--- src/rtl/hazard_stall_ctrl.sv ---
// Pipeline hazard/stall controller for the F/D and D/X registers.
// Latency: enables/kill/bubble are combinational from state and inputs; stall_cycles is registered.
// Backpressure: memory freeze beats branch flush, which beats load-use and MDU stalls.
module hazard_stall_ctrl #(
    parameter int MDU_LATENCY = 32,
    parameter int STALL_CNT_W = 32
) (
    input  logic                   clock,
    input  logic                   reset,
    input  logic                   d_valid,
    input  logic [4:0]             d_rs,
    input  logic [4:0]             d_rt,
    input  logic                   d_uses_rt,
    input  logic                   d_is_mdu,
    input  logic                   x_valid,
    input  logic [4:0]             x_rd,
    input  logic                   x_mem_read,
    input  logic                   x_mdu_start,
    input  logic                   x_branch_taken,
    input  logic                   mem_req,
    input  logic                   mem_ack,
    output logic                   pc_enable,
    output logic                   fd_enable,
    output logic                   fd_kill,
    output logic                   dx_enable,
    output logic                   dx_bubble,
    output logic                   mdu_busy,
    output logic [STALL_CNT_W-1:0] stall_cycles
);

    localparam int CNT_W = $clog2(MDU_LATENCY + 1);

    typedef enum logic {
        RUN      = 1'b0,
        MDU_WAIT = 1'b1
    } state_t;

    state_t             state;
    logic [CNT_W-1:0]   mdu_cnt;

    logic freeze;
    logic load_use;
    logic mdu_hazard;

    // Memory wait freezes everything; register 0 never creates a dependency.
    assign freeze     = mem_req & ~mem_ack;
    assign load_use   = x_valid & x_mem_read & (x_rd != 5'd0) & d_valid &
                        ((x_rd == d_rs) | (d_uses_rt & (x_rd == d_rt)));
    assign mdu_hazard = (state == MDU_WAIT) & d_valid & d_is_mdu;

    // Pipeline register controls, in priority order: reset, freeze, flush, stall, run.
    always_comb begin
        pc_enable = 1'b1;
        fd_enable = 1'b1;
        fd_kill   = 1'b0;
        dx_enable = 1'b1;
        dx_bubble = 1'b0;
        mdu_busy  = ~reset & (state == MDU_WAIT);
        if (reset) begin
            pc_enable = 1'b0;
            fd_kill   = 1'b1;
            dx_bubble = 1'b1;
        end else if (freeze) begin
            pc_enable = 1'b0;
            fd_enable = 1'b0;
            dx_enable = 1'b0;
        end else if (x_branch_taken) begin
            fd_kill   = 1'b1;
            dx_bubble = 1'b1;
        end else if (load_use | mdu_hazard) begin
            pc_enable = 1'b0;
            fd_enable = 1'b0;
            dx_bubble = 1'b1;
        end
    end

    // MDU occupancy: the down-counter keeps running through freezes so busy lasts exactly MDU_LATENCY cycles.
    always_ff @(posedge clock) begin
        if (reset) begin
            state   <= RUN;
            mdu_cnt <= '0;
        end else begin
            case (state)
                RUN: begin
                    if (x_mdu_start & x_valid & ~freeze) begin
                        state   <= MDU_WAIT;
                        mdu_cnt <= CNT_W'(MDU_LATENCY);
                    end
                end
                MDU_WAIT: begin
                    if (mdu_cnt == CNT_W'(1)) begin
                        state   <= RUN;
                        mdu_cnt <= '0;
                    end else begin
                        mdu_cnt <= mdu_cnt - CNT_W'(1);
                    end
                end
                default: begin
                    state   <= RUN;
                    mdu_cnt <= '0;
                end
            endcase
        end
    end

    // Saturating count of cycles in which the PC did not advance.
    always_ff @(posedge clock) begin
        if (reset) begin
            stall_cycles <= '0;
        end else if (~pc_enable && (stall_cycles != '1)) begin
            stall_cycles <= stall_cycles + STALL_CNT_W'(1);
        end
    end

endmodule
--- config.mk ---
export PLATFORM = sky130hd
export DESIGN_NAME = hazard_stall_ctrl
export DESIGN_NICKNAME = d
export VERILOG_FILES = /design/src/rtl/hazard_stall_ctrl.sv
export SDC_FILE = /design/constraint.sdc
export NUM_CORES = 1
export LEC_CHECK = 0
export CAP_MARGIN = 30
export CORE_MARGIN = 3
export CORE_UTILIZATION = 47
export DETAILED_ROUTE_END_ITERATION = 16
export HOLD_SLACK_MARGIN = 0.12
export PLACE_DENSITY = 0.79
export SLEW_MARGIN = 20
export SYNTH_ARGS = -nofsm -noshare
export SYNTH_HDL_FRONTEND = slang
export SYNTH_SLANG_ARGS = --single-unit
--- constraint.sdc ---
create_clock -name clock -period 3.1 [get_ports clock]
set_clock_uncertainty 0.05 [all_clocks]
set_input_delay 0.62 -clock clock [delete_from_list [all_inputs] [get_ports clock]]
set_output_delay 0.62 -clock clock [all_outputs]
set_load 0.02 [all_outputs]
==> out/metrics.cfg <==
[synth]
syn-cell-area_mm2 = 0.00220
synth-xor-area-share = 0.0398
synth_compound_area_frac = 0.185
synth.distinct_cells = 37
synth_simple_gate_area_frac = 0.340
syn_avg_cell_area_um2 = 7.84
netlist_instances = 281
synth_top_family_by_area = simple AND/OR/NAND/NOR gates
synth-async-reset-ratio = 0
synth-seq-cells = 39
syn_nets = 310
yosysMostFrequentCell = dfxtp_1
synth_edf_count = 0
synth_ff_type = dfxtp_1
synth_fa_ha_area_frac = 0.0170
synth_top_area_share = 0.354
ys_top_cells_by_area = dfxtp_1 35%, a21oi_1 7.3%, or3_1 6.2%
synthMuxAreaShare = 0.0250
synth.top_cells.by_count = 39 x dfxtp_1, 32 x a21oi_1, 25 x o21ai_0
synth_top_cell_by_area = dfxtp_1
yosys_warnings = 0
ys_seq_area_frac = 0.354

[clock_network]
cts_made_buffers = 5
clk-insertion-delay-late_ns = 0.28
clk_pin_slew_worst_paths_ns = 0.07
h-tree-depth = 2
root_buffer = clkbuf_8
cts.sinks = 39
cts_buffer_depth = 2
cts_tree = done

[power_and_ir_drop]
ir_worst_vdd_v = 0.000240
p_switching_mw = 0.249
internal_power_mw = 0.730
total_power_mw = 0.980
powerDensity_mw_per_mm2 = 326
pwr-share-seq = 0.531
p_comb_frac = 0.149
leakage_nw = 1.03
sw_frac_of_total = 0.254
clkPwrFrac = 0.320

[timing]
worst_pin_slew_ns = 0.577
slew_viol_final = 0
slew_headroom = 0.613
rsz0062_at_grt = no
period_minus_slack_ns = 2.96
final.period_utilization = 0.956
setup_violations = 0
whs_ns = 0.452
tns_ns = 0
fmax_mhz = 338
finalHoldViolations = 0
finalWorstSetupSlack_ns = 0.138

[placement]
dpl.hpwl_um = 4140
port_buffers = 63
placed_cell_area_mm2 = 0.00292
dp.cells = 393
post-place-ws_ns = -0.477
gp_congestion = 0.805

[worst_setup_path]
path_cells = clkdlybuf4s50_1 -> xor2_1 -> nor4_1 -> a32oi_1 -> o311a_4 -> or2_2 -> buf_6
r2r_slack_ns = 0.83
endpoint_kind = output pin
r2r-start = stall_cycles[0]$_SDFFE_PP0P_
crit_path_max_incr_delay_ns = 0.41
crit_arrival_ns = 2.29
critPathRequiredTime_ns = 2.43
crit_slowest_cell = clkdlybuf4s50_1
crit_path_start = d_rt[2]
criticalPathCategory = input port to output pin
crit_path_start_kind = input port
ff2ff_path_depth = 9
cp_max_fo = 3
r2r-end = stall_cycles[17]$_SDFFE_PP0P_

[drt]
wirelength_um = 5860
antenna_left = 0
remaining_drc_errors = 0
drt_first_pass_iters = 4
drtIter0Drc = 110
num_vias = 2352
avgRoutedWirePerCell_um = 14.7
viasPerCell = 5.89

[worst_hold_path]
hold_path_depth = 2
whs_endpoint = mdu_cnt[3]$_SDFFE_PP0P_
hold_path.class = flop to flop
hold_path_startpoint = mdu_cnt[3]$_SDFFE_PP0P_

[run]
cap_violations = 0

[global_routing]
antenna_found_initial = 0
grt_pass1_vias = 2208
grt_overflow = 0
grt_usage = 0.214
grt_pass1_wl_um = 9480
grt_max_degree = 60

[cells_and_area]
drive_gt1_frac = 0.0836
final_area_mm2 = 0.00301
diodes = 0
multi_input_area_mm2 = 0.00134
n_fill_cell = 402
final_util = 0.677
nets = 377
seq_area_um2 = 781
stdcell_count = 399
syn2layout_area_growth_pct = 36.6

[floorplan]
fp.coreArea_mm2 = 0.00444
dieArea_mm2 = 0.00555
die_w_um = 74.5
rows = 24
die_h_um = 74.5
initial_core_util = 0.496
io_pins = 64

[outcome]
status = complete, no violations

==> layout by cell type, fill, tap and decap left out, types with 12 or more instances in the layout <==
| master | n |
|---|---|
| or3_1 | 22 |
| buf_4 | 12 |
| nand2_1 | 13 |
| nand4_1 | 16 |
| nor2_1 | 21 |
| o21ai_0 | 25 |
| dfxtp_1 | 39 |
| a21oi_1 | 32 |
| nand3_1 | 17 |
| clkdlybuf4s50_1 | 53 |
==> power by group through the flow <==
stage,Sequential (mW),Combinational (mW),Clock [mW]
final,0.520,0.145,0.314
after detailed placement,0.531,0.147,0
after floorplan,0.529,0.0791,0
after CTS,0.520,0.146,0.319
after global placement,0.531,0.144,0
after global routing,0.522,0.161,0.337
==> sequential cells by signal (all words and copies together), names as in the netlist <==
| register | flops |
|---|---|
| stall_cycles | 32 |
| mdu_cnt | 6 |
| state | 1 |
==> how the worst max path moves through the flow <==
stage	end	cells after the start
6_report	fd_enable	7
5_1_grt	fd_enable	7
4_1_cts	fd_enable	7
3_5_place_dp	fd_enable	7
3_3_place_gp	fd_enable	7
2_1_floorplan	fd_enable	7
==> critical path: cells and delay by family <==
family          cells  cell delay (ns)
compound gates      2             0.51
buf+inv             2             0.54
simple gates        2             0.48
xor+xnor            1             0.14
==> logic make-up after synthesis <==
family,after synthesis
AO/OA/AOI/OAI,71
XOR/XNOR,10
adder cells (fa/ha/maj),3
buffers and inverters,21
flip-flops,39
multiplexers,5
AND/OR/NAND/NOR,132
==> layer usage <==
layer | track usage | vias to the layer above | wire length (µm)
li1 | - | 1177 | -
met1 | 0.267 | 1106 | 2600
met2 | 0.370 | 63 | 2760
met3 | 0.0568 | 6 | 438
met4 | 0.0474 | 0 | 61
met5 | 0 | - | 0
==> cell type report <==
type                       instances  area share
timing repair buffer              75       0.244
multi-input combinational        221       0.444
tap                               52      0.0216
clock buffer                       6      0.0241
sequential                        39       0.259
inverter                           6     0.00748
==> timing repair <==
action,in CTS,in global routing
pin swaps,2,3
gates resized for setup,9,9
hold buffers,0,0
buffers inserted,0,0
endpoints found under the setup margin,3,6
No activity file was read; power rests on OpenSTA's default activity.
